==> src/rtl/uart_pkg.sv <==
// Shared UART definitions: baud table, parity select,
// done thresholds and the receive state encoding.
package uart_pkg;

  localparam logic [15:0] BAUD_1200   = 16'd0;
  localparam logic [15:0] BAUD_2400   = 16'd1;
  localparam logic [15:0] BAUD_4800   = 16'd2;
  localparam logic [15:0] BAUD_9600   = 16'd3;
  localparam logic [15:0] BAUD_19200  = 16'd4;
  localparam logic [15:0] BAUD_38400  = 16'd5;
  localparam logic [15:0] BAUD_57600  = 16'd6;
  localparam logic [15:0] BAUD_115200 = 16'd7;

  localparam int PARITY_BIT = 0;

  localparam logic [5:0] DONE_T [0:5] = '{
    6'd1, 6'd2, 6'd4, 6'd8, 6'd16, 6'd32
  };

  typedef enum logic [2:0] {
    RX_IDLE,
    RX_START,
    RX_DATA,
    RX_PARITY,
    RX_STOP
  } rx_state_e;

  // Any index past the table falls back to the fastest rate.
  function automatic logic [31:0] baud_limit(
    input int unsigned freq,
    input logic [15:0] idx
  );
    case (idx)
      BAUD_1200:  return freq / 1200 - 1;
      BAUD_2400:  return freq / 2400 - 1;
      BAUD_4800:  return freq / 4800 - 1;
      BAUD_9600:  return freq / 9600 - 1;
      BAUD_19200: return freq / 19200 - 1;
      BAUD_38400: return freq / 38400 - 1;
      BAUD_57600: return freq / 57600 - 1;
      default:    return freq / 115200 - 1;
    endcase
  endfunction

endpackage

==> src/rtl/uart_rx_sync.sv <==
// Two-flop synchronizer for an asynchronous input,
// with a selectable reset level.
module uart_rx_sync #(
  parameter logic RESET_VAL = 1'b1
) (
  input  logic clock,
  input  logic reset,
  input  logic d_i,
  output logic q_o
);

  logic meta_q;
  logic sync_q;

  always_ff @(posedge clock) begin
    if (reset) begin
      meta_q <= RESET_VAL;
      sync_q <= RESET_VAL;
    end else begin
      meta_q <= d_i;
      sync_q <= meta_q;
    end
  end

  assign q_o = sync_q;

endmodule

==> src/rtl/uart_rx.sv <==
// UART receiver: 8 data bits, parity, one stop bit,
// one-entry valid/ready output and byte-count status.
module uart_rx
  import uart_pkg::*;
#(
  parameter int FREQ         = 50000000,
  parameter int CONFIG_WIDTH = 32
) (
  input  logic                      clock,
  input  logic                      reset,
  input  logic                      rx,
  output logic [7:0]                dout,
  output logic                      dout_valid,
  input  logic                      dout_ready,
  output logic                      parity_err,
  output logic                      frame_err,
  output logic                      overrun,
  input  logic [CONFIG_WIDTH/2-1:0] enable,
  output logic                      done,
  input  logic [CONFIG_WIDTH/2-1:0] clear,
  input  logic [CONFIG_WIDTH-1:0]   rx_conf
);

  rx_state_e   state_q, state_d;
  logic [31:0] baud_cnt_q, baud_cnt_d;
  logic [31:0] lim_q, lim_d;
  logic [31:0] half;
  logic [2:0]  bit_cnt_q, bit_cnt_d;
  logic [7:0]  shreg_q, shreg_d;
  logic        pmis_q, pmis_d;
  logic        brk_q, brk_d;
  logic [7:0]  dout_q, dout_d;
  logic        valid_q, valid_d;
  logic        perr_q, perr_d;
  logic        fe_q, fe_d;
  logic        ovr_q, ovr_d;
  logic [5:0]  byte_cnt_q, byte_cnt_d;
  logic        rx_s, deliver, load;
  logic        enable_done, clear_done, done_w;
  logic [15:0] baud_idx;
  logic        odd;
  logic        unused;

  uart_rx_sync #(.RESET_VAL(1'b1)) u_sync (
    .clock (clock),
    .reset (reset),
    .d_i   (rx),
    .q_o   (rx_s)
  );

  assign baud_idx = rx_conf[CONFIG_WIDTH-1 -: 16];
  assign odd      = rx_conf[PARITY_BIT];
  assign half     = lim_q >> 1;
  assign unused   = ^{enable[CONFIG_WIDTH/2-1:6],
                      clear[CONFIG_WIDTH/2-1:6],
                      rx_conf[CONFIG_WIDTH/2-1:1]};

  always_comb begin
    state_d    = state_q;
    baud_cnt_d = baud_cnt_q + 32'd1;
    lim_d      = lim_q;
    bit_cnt_d  = bit_cnt_q;
    shreg_d    = shreg_q;
    pmis_d     = pmis_q;
    brk_d      = brk_q;
    deliver    = 1'b0;
    fe_d       = 1'b0;
    unique case (state_q)
      RX_IDLE: begin
        baud_cnt_d = '0;
        brk_d      = 1'b0;
        if (!rx_s) begin
          state_d = RX_START;
          lim_d   = baud_limit(FREQ, baud_idx);
        end
      end
      RX_START: begin
        if (baud_cnt_q == half) begin
          baud_cnt_d = '0;
          bit_cnt_d  = '0;
          state_d    = rx_s ? RX_IDLE : RX_DATA;
        end
      end
      RX_DATA: begin
        if (baud_cnt_q == lim_q) begin
          baud_cnt_d = '0;
          shreg_d    = {rx_s, shreg_q[7:1]};
          bit_cnt_d  = bit_cnt_q + 3'd1;
          if (bit_cnt_q == 3'd7) state_d = RX_PARITY;
        end
      end
      RX_PARITY: begin
        if (baud_cnt_q == lim_q) begin
          baud_cnt_d = '0;
          pmis_d     = rx_s ^ (odd ? ~^shreg_q : ^shreg_q);
          state_d    = RX_STOP;
        end
      end
      RX_STOP: begin
        // After a bad stop bit, wait out the break before re-arming.
        if (brk_q) begin
          if (rx_s) state_d = RX_IDLE;
        end else if (baud_cnt_q == lim_q) begin
          baud_cnt_d = '0;
          if (rx_s) begin
            deliver = 1'b1;
            state_d = RX_IDLE;
          end else begin
            fe_d  = 1'b1;
            brk_d = 1'b1;
          end
        end
      end
      default: state_d = RX_IDLE;
    endcase
  end

  always_comb begin
    ovr_d   = deliver & valid_q & ~dout_ready;
    load    = deliver & ~ovr_d;
    dout_d  = dout_q;
    valid_d = valid_q;
    perr_d  = perr_q;
    if (load) begin
      dout_d  = shreg_q;
      valid_d = 1'b1;
      perr_d  = pmis_q;
    end else if (valid_q & dout_ready) begin
      valid_d = 1'b0;
    end
  end

  assign enable_done = |enable[5:0];
  assign clear_done  = |clear[5:0];

  always_comb begin
    done_w = 1'b0;
    for (int i = 0; i < 6; i++)
      done_w = done_w | (enable[i] & (byte_cnt_q == DONE_T[i]));
  end

  always_comb begin
    byte_cnt_d = byte_cnt_q;
    if (enable_done & clear_done)
      byte_cnt_d = '0;
    else if (load & enable_done & ~done_w)
      byte_cnt_d = byte_cnt_q + 6'd1;
  end

  always_ff @(posedge clock) begin
    if (reset) begin
      state_q    <= RX_IDLE;
      baud_cnt_q <= '0;
      lim_q      <= '0;
      bit_cnt_q  <= '0;
      shreg_q    <= '0;
      pmis_q     <= 1'b0;
      brk_q      <= 1'b0;
      dout_q     <= '0;
      valid_q    <= 1'b0;
      perr_q     <= 1'b0;
      fe_q       <= 1'b0;
      ovr_q      <= 1'b0;
      byte_cnt_q <= '0;
    end else begin
      state_q    <= state_d;
      baud_cnt_q <= baud_cnt_d;
      lim_q      <= lim_d;
      bit_cnt_q  <= bit_cnt_d;
      shreg_q    <= shreg_d;
      pmis_q     <= pmis_d;
      brk_q      <= brk_d;
      dout_q     <= dout_d;
      valid_q    <= valid_d;
      perr_q     <= perr_d;
      fe_q       <= fe_d;
      ovr_q      <= ovr_d;
      byte_cnt_q <= byte_cnt_d;
    end
  end

  assign dout       = dout_q;
  assign dout_valid = valid_q;
  assign parity_err = perr_q;
  assign frame_err  = fe_q;
  assign overrun    = ovr_q;
  assign done       = done_w;

endmodule

==> config.mk <==
export PLATFORM = sky130hd
export DESIGN_NAME = uart_rx
export DESIGN_NICKNAME = d
export VERILOG_FILES = /design/src/rtl/uart_pkg.sv /design/src/rtl/uart_rx_sync.sv /design/src/rtl/uart_rx.sv
export SDC_FILE = /design/constraint.sdc
export NUM_CORES = 1
export LEC_CHECK = 0
export ABC_CLOCK_PERIOD_IN_PS = 2400
export CAP_MARGIN = 5
export CORE_MARGIN = 4
export CORE_UTILIZATION = 35
export CTS_BUF_LIST = sky130_fd_sc_hd__clkbuf_8
export CTS_CLUSTER_DIAMETER = 120
export CTS_CLUSTER_SIZE = 8
export DETAILED_ROUTE_END_ITERATION = 10
export PLACE_DENSITY = 0.54
export SLEW_MARGIN = 10
export SYNTH_ARGS = -nofsm -noshare
export SYNTH_HDL_FRONTEND = slang
export SYNTH_SLANG_ARGS = --single-unit
export TNS_END_PERCENT = 1
==> constraint.sdc <==
create_clock -name clock -period 2.4 [get_ports clock]
set_clock_uncertainty 0.05 [all_clocks]
set_input_delay 0.6 -clock clock [delete_from_list [all_inputs] [get_ports clock]]
set_output_delay 0.6 -clock clock [all_outputs]
set_load 0.005 [all_outputs]
### Yosys cells after proc, flatten, opt, wreduce, memory -nomap -nowiden

Index checks and enable logic that the tools add are counted.

| cells by class | value |
|---|---|
| $add $sub $neg | 3 |
| eq/ne operators | 25 |
| muxes and demuxes | 29 |
| bitwise logic cells | 24 |
| reduce and logical (&&, ||, !) cells | 17 |

Operators with widths:

| kind | count |
|---|---|
| $pmux W32 S4 | 1 |
| $pmux W16 S7 | 1 |
| $mux W32 | 3 |
| $eq A16 B3 Y1 const B | 3 |
| $add A32 B1 Y32 const B | 1 |
| $eq A16 B2 Y1 const B | 2 |
| $eq A32 B31 Y1 | 1 |
| $eq A32 B32 Y1 | 1 |
| $mux W3 | 10 |
| $eq A16 B1 Y1 const B | 1 |
| $logic_not A16 Y1 | 1 |
| $pmux W3 S5 | 1 |
| $and A1 B1 Y1 | 13 |
| $reduce_or A6 Y1 | 2 |
| $mux W1 | 10 |
| $ne A2 B2 Y1 const B | 5 |
| $reduce_xnor A8 Y1 | 1 |
| $reduce_xor A8 Y1 | 1 |
| $add A6 B1 Y6 const B | 1 |
| $eq A3 B2 Y1 const B | 2 |
| $eq A3 B3 Y1 const B | 2 |
| $eq A6 B1 Y1 const B | 1 |
| $eq A6 B2 Y1 const B | 1 |
| $eq A6 B3 Y1 const B | 1 |
| other kinds (19) | 32 |

| word-level totals | value |
|---|---|
| flip-flop bits (word level) | 100 |
| input port bits | 68 |
| output and inout bits | 13 |
| word-level logic and storage cells | 113 |

### Depth between registers and ports, before layout

Gate-level depths: netlist of the first run.

| logic depth | value |
|---|---|
| word-level depth | 10 |
| mapped depth | 9 |
| mapped depth without buffers | 8 |

### Hierarchy

Synthesis of the first run repeated with hierarchy kept, for this count alone.

| unflattened totals | value |
|---|---|
| cell total of the unflattened synthesis | 499 |
| area, all modules | 4306.6 µm² |

By module, submodules not included:

| module | times used | cells an instance | area each (µm²) | seq. area each (µm²) |
|---|---|---|---|---|
| uart_rx | 1 | 495 | 4254.1 | 1621.6 |
| uart_rx_sync | 1 | 4 | 52.6 | 40.0 |

### Worst setup path before layout of the first run

Ideal clock, no wire load.

| timing path | value |
|---|---|
| path kind | register to register |
| start | register baud_cnt_q[14] |
| end | register bit_cnt_q[0] |
| library setup time | 0.079 ns |
| data arrival time | 2.012 ns |
| data required time | 2.271 ns |
| setup slack | 0.258 ns |
| stages on the path, launching flop included | 9 |
| path buffers | 2 |
| clock period less this slack | 2.142 ns |
| cell sequence | dfxtp_1 -> buf_6 -> xor2_2 -> nor4_4 -> nand4_2 -> or4_1 -> buf_6 -> xor2_2 -> a211oi_2 |

| on the way | value |
|---|---|
| cells in the longest elaborated chain, start to end | 3 |
| elaborated cells on any way between the ends | 5 |
| classes of those cells | eq/ne: 4; reduce/logical: 1 |

Ends and longest elaborated chain:

| item | RTL line | text |
|---|---|---|
| start, declared | uart_rx.sv:25 | `logic [31:0] baud_cnt_q, baud_cnt_d;` |
| start signal, assigned | uart_rx.sv:167 | `baud_cnt_q <= baud_cnt_d;` |
| $eq A32 B32 Y1 or $eq A32 B31 Y1 (tied branches) | uart_rx.sv:85, uart_rx.sv:78 |  |
| $ne A2 B2 Y1 (no line) | n/a |  |
| $reduce_and A3 Y1 (no line) * | n/a |  |
| end signal, assigned | uart_rx.sv:169 | `bit_cnt_q <= bit_cnt_d;` |
| end, declared | uart_rx.sv:28 | `logic [2:0] bit_cnt_q, bit_cnt_d;` |

Every way passes the cells marked *; elsewhere a longest branch is shown, timed or not.
A chain may end at the register's enable or synchronous reset.

### Worst setup path after layout of the first run

| timing path | value |
|---|---|
| start | register lim_q[10] |
| end | register bit_cnt_q[2] |

| on the way | value |
|---|---|
| cells in the longest elaborated chain, start to end | 3 |
| elaborated cells on any way between the ends | 5 |
| classes of those cells | eq/ne: 4; reduce/logical: 1 |

Ends and longest elaborated chain:

| item | RTL line | text |
|---|---|---|
| start, declared | uart_rx.sv:26 | `logic [31:0] lim_q, lim_d;` |
| start signal, assigned | uart_rx.sv:168 | `lim_q <= lim_d;` |
| $eq A32 B32 Y1 or $eq A32 B31 Y1 (tied branches) | uart_rx.sv:85, uart_rx.sv:78 |  |
| $ne A2 B2 Y1 (no line) | n/a |  |
| $reduce_and A3 Y1 (no line) * | n/a |  |

Marked as above.

==> results by group, run 1 <==
Critical path
  – CP endpoint kind: register
  – Start point of the critical path: lim_q[10]$_SDFFE_PP0P_
  – FF-to-FF End: bit_cnt_q[2]$_SDFFE_PP0P_
  – Most common cell on crit path: buf_4
  – CP Data Arrival Time: 2560 ps
  – Worst Path Buf+Inv: 2
  – Critical path endpoint: bit_cnt_q[2]$_SDFFE_PP0P_
  – Crit Path Class: register to register
  – Crit path largest cell delay: between 500 and 600 ps
  – Crit-path leading delay family: simple AND/OR/NAND/NOR gates
  – CP max-delay cell: or4_1
  – R2R depth: 8
  – Worst path depth: 8
  – CP cell instances: xor2_1 -> nor4_2 -> buf_4 -> nand4_2 -> or4_1 -> buf_4 -> nor2_1 -> a22o_1
  – Flop2flop setup slack: 110 ps
  – Worst r2r src: lim_q[10]$_SDFFE_PP0P_
  – CP Max Fanout: 9
  – CP Launch Type: register
  – WP data required: 2660 ps

Detailed routing
  – Metal3 WL: 323 µm
  – Met2 WL: 4415 µm
  – Vias: 3,590
  – Residual DRC: 0
  – DRT Wirelength: 9720 µm
  – Wirelength per Cell: around 14 µm
  – Wire length on met1: between 4000 and 5000 µm
  – Antenna Nets Post-Route: 0
  – Highest routed layer: met4
  – Detailed Routing Iterations Pass 1: 4
  – Vias per inst: 5.042
  – Iter 0 DRT Violations: 141

Final layout
  – Diode count: 0
  – Syn-to-layout area delta: 24.66%
  – Post-route cell area: 5306 µm²
  – Nets: approximately 640
  – Non-filler cells, final: just over 700
  – Layout cells sized above 1: 14.87%
  – Most frequent cells in the layout: 82 x nor2_1, 81 x dfxtp_1, 47 x xor2_1
  – Most common cell after layout, fill and taps aside: nor2_1

STA
  – Final Cycle Share: between 90% and 100%
  – Max Freq: 0.4359 GHz
  – Rel. slew slack: 68.56%
  – Fin crit period: 2294 ps
  – Final setup vio count: 0
  – Final hold vios: 0
  – Slew @ Worst Pin: 468.0 ps
  – Final WS setup: 106.0 ps
  – Max Slew Vio Count: 0

Pwr
  – Leakage power: 0.002162 µW
  – Comb pwr share: 13.4%
  – Fraction of power spent switching nets: 28.79%
  – NetSw: 800.5 µW
  – Pwr dens: 524.0 nW/µm²
  – Worst-case vdd ir drop: around 0.00025 V
  – Total design power: roughly 2800 µW
  – Pint: 1980 µW
  – Seq pwr share: 51.6%
  – Clk network pwr share: 35.0%

Yosys
  – Area contributors post-synth: dfxtp_1 39%, xor2_1 9.7%, nor2_1 7.2%
  – Largest area contributor in the synthesized netlist: dfxtp_1
  – Sequential area share after synthesis: 39.04%
  – Synth Net Count: 565
  – Synthesis Warnings: 0
  – Synth top area share: 39.04%
  – Syn Std Cell Area: 4257 µm²
  – EDFF count, synth: 0
  – Most used DFF post-synth: dfxtp_1
  – Share of synthesized registers carrying an async set or reset: 0%
  – Seq cells post-synth: 83
  – Post-synthesis cell type count: 53
  – Synthesized instance count: 490
  – Syn_area_per_cell: 8.687 µm²

Floorplanning
  – Die height: 118.3 µm
  – DIE WIDTH: 118.3 µm
  – Initial Util: 35.59%
  – Ports: 81
  – Die area: approximately 14,000 µm²
  – Core Area: 11,960 µm²
  – Num rows: 40

Global route
  – Largest net degree at the start of global routing: 36
  – First-pass GRT wire length: 16,470 µm
  – Initial antenna violation count: 0
  – Total Routing Usage GR: 14.14%
  – Number of global-route vias before repair: approximately 3,500
  – Remaining global-route overflow: 0

Clock network
  – CTS hold repair buffers: 0
  – CTS sink count: 83
  – H-tree depth: 3
  – CTS Root Cell: clkbuf_8
  – Clock transition at path regs: 100 ps
  – Num CTS Buffers: 9
  – TritonCTS clock tree: yes
  – Clock insertion delay at the later pin of the skew report: 370 ps
  – Buffers from clock root to sink, at most: 2

Run status
  – Outcome: completed

Run
  – Max-Cap Viols: 0

Placement
  – I/O Buffers: 45
  – DP Area: just over 5000 µm²
  – DP Wirelength: 7188 µm
  – RD Place Congestion: 0.7450
  – Placed insts: between 600 and 700
  – Pre-CTS WS: -326.0 ps

Worst hold path
  – Worst Hold Class: register to register
cell type report:
class                           count  area [µm²]
Fill cell                        1216        6655
Multi-Input combinational cell    365        2435
Sequential cell                    83        1664
Timing Repair Buffer               88       788.3
Tap cell                          147       183.9
Clock buffer                        9       123.9
Clock inverter                      7       62.56
Inverter                           13       48.80
synthesized netlist by cell type, drive strengths merged (2+ instances only):
library cell / number
and4: 7
buf: 11
and3: 5
ha: 7
o2111ai: 2
a311oi: 4
o21ai: 12
nand3: 21
nand2b: 4
a22oi: 3
xnor2: 23
nor2b: 5
a211oi: 2
or4: 6
nor4: 20
or3: 3
nand2: 28
o31ai: 4
nor3: 14
inv: 13
nand3b: 3
clkbuf: 18
dfxtp: 83
nand4: 6
a32oi: 3
a22o: 2
a31o: 2
mux2i: 18
or2: 3
a21oi: 16
xor2: 49
nor2: 82
how the worst min path moves through the flow:
stage / end / cells past startpoint / startpoint / slack (ps)
2_1_floorplan: u_sync.q_o$_SDFF_PP1_ / 1 / u_sync.meta_q$_SDFF_PP1_ / 340
6_report: u_sync.q_o$_SDFF_PP1_ / 1 / u_sync.meta_q$_SDFF_PP1_ / 370
3_3_place_gp: u_sync.q_o$_SDFF_PP1_ / 1 / u_sync.meta_q$_SDFF_PP1_ / 340
4_1_cts: u_sync.q_o$_SDFF_PP1_ / 1 / u_sync.meta_q$_SDFF_PP1_ / 370
5_1_grt: u_sync.q_o$_SDFF_PP1_ / 1 / u_sync.meta_q$_SDFF_PP1_ / 410
3_5_place_dp: u_sync.q_o$_SDFF_PP1_ / 1 / u_sync.meta_q$_SDFF_PP1_ / 350
logic make-up (layout without fill, tap and decap cells):
kind of cell,Yosys count,count (layout),synth area share (%)
buffers and inverters,42,117,4.732
adder cells (fa/ha/maj),7,7,2.058
AO/OA/AOI/OAI,57,57,8.995
multiplexers,19,19,4.497
AND/OR/NAND/NOR,210,210,25.51
flip-flops,83,83,39.04
XOR/XNOR,72,72,15.17
layer usage:
layer | vias up | GRT usage (%)
met1 | 1668 | 18.76
met5 | - | 0
met4 | 0 | 5.568
li1 | 1838 | -
met3 | 15 | 2.823
met2 | 69 | 22.54
state kept, by name, summed over array words and instances, names as in the netlist:
| register | count |
|---|---|
| baud_cnt_q | 32 |
| bit_cnt_q | 3 |
| brk_q | 1 |
| byte_cnt_q | 6 |
| dout | 8 |
| dout_valid | 1 |
| frame_err | 1 |
| lim_q | 15 |
| overrun | 1 |
| parity_err | 1 |
| pmis_q | 1 |
| shreg_q | 8 |
| state_q | 3 |
| u_sync.meta_q | 1 |
| u_sync.q_o | 1 |
power groups by stage:
stage	sequential [µW]	combinational, µW	clock, µW
after detailed placement	1470	369	0
after CTS	1430	370	1010
after global placement	1470	366	0
after global routing	1440	410	1070
after floorplan	1440	249	0
final	1430	372	974
timing repair:
| action | 4_1_cts | 5_1_grt |
|---|---|---|
| setup endpoints to repair | 1 | 4 |
| setup buffers | 2 | 3 |
| pin swaps | 2 | 5 |
| gates resized for setup | 10 | 9 |
| gates cloned | 0 | 0 |
per-stage QoR:
| step | utilization [%] | hold WS, ps | TNS, ps |
|---|---|---|---|
| floorplan | - | 339.5 | 0 |
| global placement | 42.22 | 343.3 | -1091 |
| detailed placement | 42.22 | 348.0 | -1495 |
| CTS | 43.93 | 373.2 | 0 |
| global route | 44.36 | 410.3 | -25.30 |
| finish | 44.36 | 368.0 | 0 |
Note: power is estimated with default switching activity, not from simulation.
==> run 2, diff against run 1 <==
--- a/config.mk
+++ b/config.mk
@@ -5,15 +5,14 @@
 export SDC_FILE = /design/constraint.sdc
 export NUM_CORES = 1
 export LEC_CHECK = 0
-export ABC_CLOCK_PERIOD_IN_PS = 2400
+export ABC_CLOCK_PERIOD_IN_PS = 2600
 export CAP_MARGIN = 5
 export CORE_MARGIN = 4
-export CORE_UTILIZATION = 35
+export CORE_UTILIZATION = 50
 export CTS_BUF_LIST = sky130_fd_sc_hd__clkbuf_8
-export CTS_CLUSTER_DIAMETER = 120
 export CTS_CLUSTER_SIZE = 8
 export DETAILED_ROUTE_END_ITERATION = 10
-export PLACE_DENSITY = 0.54
+export PLACE_DENSITY = 0.73
 export SLEW_MARGIN = 10
 export SYNTH_ARGS = -nofsm -noshare
 export SYNTH_HDL_FRONTEND = slang
==> constraint.sdc (replaced) <==
create_clock -name clock -period 2.6 [get_ports clock]
set_clock_uncertainty 0.05 [all_clocks]
set_input_delay 0.65 -clock clock [delete_from_list [all_inputs] [get_ports clock]]
set_output_delay 0.65 -clock clock [all_outputs]
set_load 0.005 [all_outputs]
==> results by group, run 2 (synthesis gave the netlist of run 1 again) <==
Clock network
  – Num CTS Buffers: 9
  – CTS hold repair buffers: 0
  – TritonCTS clock tree: yes
  – Clock transition at path regs: ~100 ps
  – Postcts setup bufs: 0
  – Buffers from clock root to sink, at most: 2
  – H-tree depth: 3
  – Clock insertion delay at the later pin of the skew report: 360 ps
  – CTS sink count: 83
  – CTS Root Cell: clkbuf_8

Floorplanning
  – DIE WIDTH: 100.3 µm
  – Core Area: approximately 8300 µm²
  – Initial Util: 51.55%
  – Ports: 81
  – Num rows: 33
  – Die area: 10,050 µm²
  – Die height: roughly 100 µm

Critical path
  – Crit path largest cell delay: roughly 490 ps
  – CP max-delay cell: clkdlybuf4s50_1
  – R2R depth: 7
  – WP data required: approximately 1900 ps
  – CP Max Fanout: 2
  – CP cell instances: clkdlybuf4s50_1 -> nand2_1 -> a311oi_2 -> a32oi_1 -> inv_1 -> clkbuf_2
  – CP endpoint kind: primary output
  – CP Data Arrival Time: 1780 ps
  – Crit Path Class: input pin to primary output
  – CP Launch Type: input pin

STA
  – Final Cycle Share: 95.43%
  – RSZ-0062 raised after global routing: no
  – Rel. slew slack: 65.53%
  – Fin crit period: 2481 ps
  – Final setup vio count: 0
  – Max Freq: 0.4030 GHz
  – Final hold vios: 0
  – Slew @ Worst Pin: 513.1 ps
  – Final WS setup: 118.7 ps
  – Max Slew Vio Count: 0

Placement
  – Placed insts: 629
  – DP Area: 4828 µm²
  – Pre-CTS WS: -241.8 ps
  – RD Place Congestion: 0.8406
  – DP Wirelength: 6513 µm
  – I/O Buffers: 45

Detailed routing
  – DRT Wirelength: 8910 µm
  – Iter 0 DRT Violations: 130
  – Vias: 3,536
  – Detailed Routing Iterations Pass 1: 4
  – Antenna Nets Post-Route: 0
  – Wirelength per Cell: around 14 µm
  – Residual DRC: 0
  – Vias per inst: 5.482

Worst hold path
  – Hold path depth: 1
  – Worst Hold Class: register to register

Global route
  – First-pass GRT wire length: between 15,000 and 20,000 µm
  – Total Routing Usage GR: 18.58%
  – Number of global-route vias before repair: 3,468
  – Largest net degree at the start of global routing: 50
  – Initial antenna violation count: 0
  – Remaining global-route overflow: 0

Final layout
  – Most common cell after layout, fill and taps aside: nor2_1
  – Diode count: 0
  – Syn-to-layout area delta: 18.05%
  – Post-route cell area: 5025 µm²
  – Non-filler cells, final: 645
  – Filler Cells Inserted: a little over 700
  – Max reg flops: 32
  – Regs by FF count: baud_cnt_q x32, lim_q x15
  – Most frequent cells in the layout: 82 x nor2_1, 81 x dfxtp_1, 47 x xor2_1
  – Nets: 610
  – Top reg by flops: baud_cnt_q
  – Layout cells sized above 1: 10.00%

Pwr
  – Leakage power: between 0.002 and 0.0025 µW
  – Worst-case vdd ir drop: 0.0002562 V
  – Pwr dens: 507.8 nW/µm²

Run status
  – Outcome: completed

Run
  – Max-Cap Viols: 0
==> run 2: changes by cell type in the layout (fill, tap and decap cells not counted), sizes merged <==
cell / change
dlygate4sd2: -2
buf: -26
clkdlybuf4s50: +3
clkbuf: +1
clkinvlp: +1
inv: -1
dlymetal6s2s: -1
==> run 2: per-layer routing <==
layer  wire [µm]  part of all wire [%]  GRT usage, %
met1        4004                    45         23.72
met2        4303                    48         31.45
met3         450                   5.1         2.849
met4         151                   1.7         7.254
met5           0                     0             0
==> run 2: worst paths after layout <==
kind | start | end | slack [ps]
worst min register to register | u_sync.meta_q$_SDFF_PP1_ | u_sync.q_o$_SDFF_PP1_ | 370
worst max-delay path | enable[1] | done | 120
worst min-delay path | u_sync.meta_q$_SDFF_PP1_ | u_sync.q_o$_SDFF_PP1_ | 370
worst max register to register | baud_cnt_q[16]$_SDFF_PP0_ | bit_cnt_q[1]$_SDFFE_PP0P_ | 280
==> run 2: layout make-up <==
| class | instances | area (µm²) | area share (%) |
|---|---|---|---|
| Tap cell | 105 | 131.4 | 2.615 |
| Timing Repair Buffer | 63 | 588.1 | 11.70 |
| Multi-Input combinational cell | 365 | 2400 | 47.76 |
| Clock buffer | 9 | 123.9 | 2.465 |
| Clock inverter | 7 | 66.31 | 1.320 |
| Inverter | 13 | 48.80 | 0.9711 |
| Sequential cell | 83 | 1667 | 33.17 |
==> run 2: where the power goes <==
| group | switching (µW) | leakage [µW] | internal (µW) | total, µW |
|---|---|---|---|---|
| registers | 38.9 | 0.000671 | 1290 | 1330 |
| logic | 167 | 0.00125 | 157 | 324 |
| clock network | 527 | 0.0000922 | 373 | 900 |
==> run 2: timing repair <==
| action | 4_1_cts | 5_1_grt |
|---|---|---|
| pin swaps | 2 | 2 |
| resized for setup | 2 | 6 |
| setup endpoints to repair | 1 | 1 |
| hold endpoints to repair | 0 | 0 |
==> run 2: stage by stage <==
stage | total power [µW] | hold slack [ps] | setup TNS (ps) | util [%]
finish | 2552 | 366.2 | 0 | 60.85
global route | 2679 | 387.1 | 0 | 60.85
CTS | 2573 | 368.4 | 0 | 60.77
detailed placement | 1680 | 343.6 | -241.8 | 58.47
global placement | 1668 | 342.1 | -206.0 | 58.47
floorplan | 1562 | 339.5 | 0 | -
==> run 2: worst max-delay path, delay by kind of cell <==
kind / cells / cell delay (ps)
simple gates: 1 / 80
buf+inv: 3 / 670
compound gates: 2 / 380
==> run 3, diff against run 2 <==
--- a/config.mk
+++ b/config.mk
@@ -5,14 +5,14 @@
 export SDC_FILE = /design/constraint.sdc
 export NUM_CORES = 1
 export LEC_CHECK = 0
-export ABC_CLOCK_PERIOD_IN_PS = 2600
+export ABC_CLOCK_PERIOD_IN_PS = 2100
 export CAP_MARGIN = 5
 export CORE_MARGIN = 4
-export CORE_UTILIZATION = 50
+export CORE_UTILIZATION = 49
 export CTS_BUF_LIST = sky130_fd_sc_hd__clkbuf_8
 export CTS_CLUSTER_SIZE = 8
 export DETAILED_ROUTE_END_ITERATION = 10
-export PLACE_DENSITY = 0.73
+export PLACE_DENSITY = 0.75
 export SLEW_MARGIN = 10
 export SYNTH_ARGS = -nofsm -noshare
 export SYNTH_HDL_FRONTEND = slang
==> constraint.sdc (replaced) <==
create_clock -name clock -period 2.1 [get_ports clock]
set_clock_uncertainty 0.05 [all_clocks]
set_input_delay 0.525 -clock clock [delete_from_list [all_inputs] [get_ports clock]]
set_output_delay 0.525 -clock clock [all_outputs]
set_load 0.005 [all_outputs]
==> results by group, run 3 (synthesis gave the netlist of run 1 again) <==
STA
  – Final hold vios: 0
  – Slew @ Worst Pin: 509.9 ps
  – Final setup vio count: 2
  – Final Cycle Share: 102.1%
  – Max Freq: 0.4662 GHz
  – RSZ-0062 raised after global routing: yes
  – Final WS setup: -45.09 ps
  – Setup TNS: -71.44 ps
  – Rel. slew slack: 66.01%
  – Max Slew Vio Count: 0
  – Fin crit period: 2145 ps

Detailed routing
  – Iter 0 DRT Violations: 148
  – Wirelength per Cell: approximately 14 µm
  – Residual DRC: 0
  – Vias: around 3,800
  – Vias per inst: 5.361
  – DRT Wirelength: slightly above 10,000 µm
  – Detailed Routing Iterations Pass 1: 4
  – Antenna Nets Post-Route: 0

Placement
  – RD Place Congestion: 0.8374
  – I/O Buffers: 45
  – DP Wirelength: 7239 µm

Run status
  – Failing checks: setup timing
  – Outcome: finished with violations

Worst hold path
  – Worst Hold Class: register to register
  – Hold path depth: 1

Global route
  – Remaining global-route overflow: 0
  – Largest net degree at the start of global routing: 49
  – First-pass GRT wire length: 16,800 µm
  – Total Routing Usage GR: 20.30%
  – Number of global-route vias before repair: 3,843
  – Initial antenna violation count: 0

Pwr
  – Total design power: approximately 3300 µW
  – Pint: 2410 µW
  – Clk network pwr share: 36.4%
  – Leakage power: 0.002429 µW
  – Worst-case vdd ir drop: 0.0004090 V
  – Pwr dens: 581.1 nW/µm²
  – NetSw: between 900 and 1000 µW
  – Seq pwr share: 49.1%
  – Comb pwr share: 14.5%
  – Fraction of power spent switching nets: roughly 28%

Floorplanning
  – Die area: between 10,000 and 15,000 µm²
  – Core Area: 8341 µm²
  – Num rows: 33
  – DIE WIDTH: between 100 and 150 µm
  – Ports: 81
  – Initial Util: 51.04%
  – Die height: 101.2 µm

Final layout
  – Most common cell after layout, fill and taps aside: nor2_1
  – Regs by FF count: baud_cnt_q x32, lim_q x15
  – Max reg flops: 32
  – Nets: 676
  – Top reg by flops: baud_cnt_q
  – Syn-to-layout area delta: 34.77%
  – Post-layout util: 68.78%
  – Layout cells sized above 1: 25.25%
  – Diode count: 0
  – Most frequent cells in the layout: 81 x nor2_1, 79 x buf_4, 73 x dfxtp_1

Clock network
  – Num CTS Buffers: 9
  – Clock transition at path regs: about 100 ps
  – TritonCTS clock tree: yes
  – H-tree depth: 3
  – Buffers from clock root to sink, at most: 2
  – CTS sink count: 83
  – Clock insertion delay at the later pin of the skew report: 360 ps
  – CTS Root Cell: clkbuf_8

Critical path
  – CP Max Fanout: 2
  – Crit Path Class: register to primary output
  – R2R depth: 7
  – WP data required: 1520 ps
  – CP Launch Type: register
  – CP Data Arrival Time: 1570 ps
  – CP endpoint kind: primary output

Run
  – Max-Cap Viols: 0
-- run 3: cell types whose count changed in the layout (fill, tap and decap cells not counted), moves of 6 or more --
cell | previous run | this run
buf_4 | 17 | 79
dfxtp_1 | 81 | 73
dfxtp_2 | 1 | 8
nor4_1 | 16 | 9
nor4_2 | 2 | 8
-- run 3: metrics by stage --
step | setup WS [ps] | hold WS [ps] | area, µm² | std cells
after global routing | -143.7 | 394.9 | 5737 | 711
after global placement | -457.9 | 346.4 | 5291 | 689
after detailed placement | -461.0 | 348.1 | 5291 | 689
after CTS | -39.50 | 371.5 | 5572 | 709
after floorplan | -4.677 | 339.5 | 4257 | 490
final | -45.09 | 370.0 | 5737 | 711
-- run 3: worst max-delay path: stages, from the launching register on --
cell	delay, ps
dfxtp_4	370
buf_6	120
ha_4	150
nand2_2	70
a311oi_2	90
a32oi_1	230
inv_1	60
buf_2	130
-- run 3: final cells by class --
type	count	area, µm²
repair buffers	129	1116
fillers	639	2604
clock inverters	7	81.33
inverters	13	53.80
multi-input cells	365	2551
clock buffers	9	123.9
flip-flops and latches	83	1679
well taps	105	131.4
-- run 3: timing repair --
action                     CTS  global route
pin swaps                    8            17
setup endpoints to repair   48            58
hold endpoints to repair     0             0
hold buffers                 0             0
gates resized for setup     23            38
buffers inserted             4             2
-- run 3: path summary, 6_finish.rpt --
| path | to | startpoint | slack (ps) |
|---|---|---|---|
| worst max-delay path | done | byte_cnt_q[1]$_SDFFE_PP0P_ | -50 |
| worst min-delay path | u_sync.q_o$_SDFF_PP1_ | u_sync.meta_q$_SDFF_PP1_ | 370 |
| worst max register to register | pmis_q$_SDFFE_PP0P_ | lim_q[9]$_SDFFE_PP0P_ | -30 |
| worst min register to register | u_sync.q_o$_SDFF_PP1_ | u_sync.meta_q$_SDFF_PP1_ | 370 |
-- run 3: layer usage --
layer	part of all wire, %	vias to the layer above	global-route usage [%]	wire length, µm
met5	0	-	0	0
met4	1.7	0	7.669	170
met3	5.2	12	3.926	527
met2	50	102	37.58	5073
met1	43	1785	22.89	4310
li1	-	1913	-	-
-- run 3: power groups by stage --
stage / logic (µW) / clock network (µW) / registers [µW]
after CTS: 468 / 1250 / 1640
final: 482 / 1210 / 1640
after global routing: 524 / 1310 / 1640
after global placement: 440 / 0 / 1670
after floorplan: 285 / 0 / 1650
after detailed placement: 450 / 0 / 1670
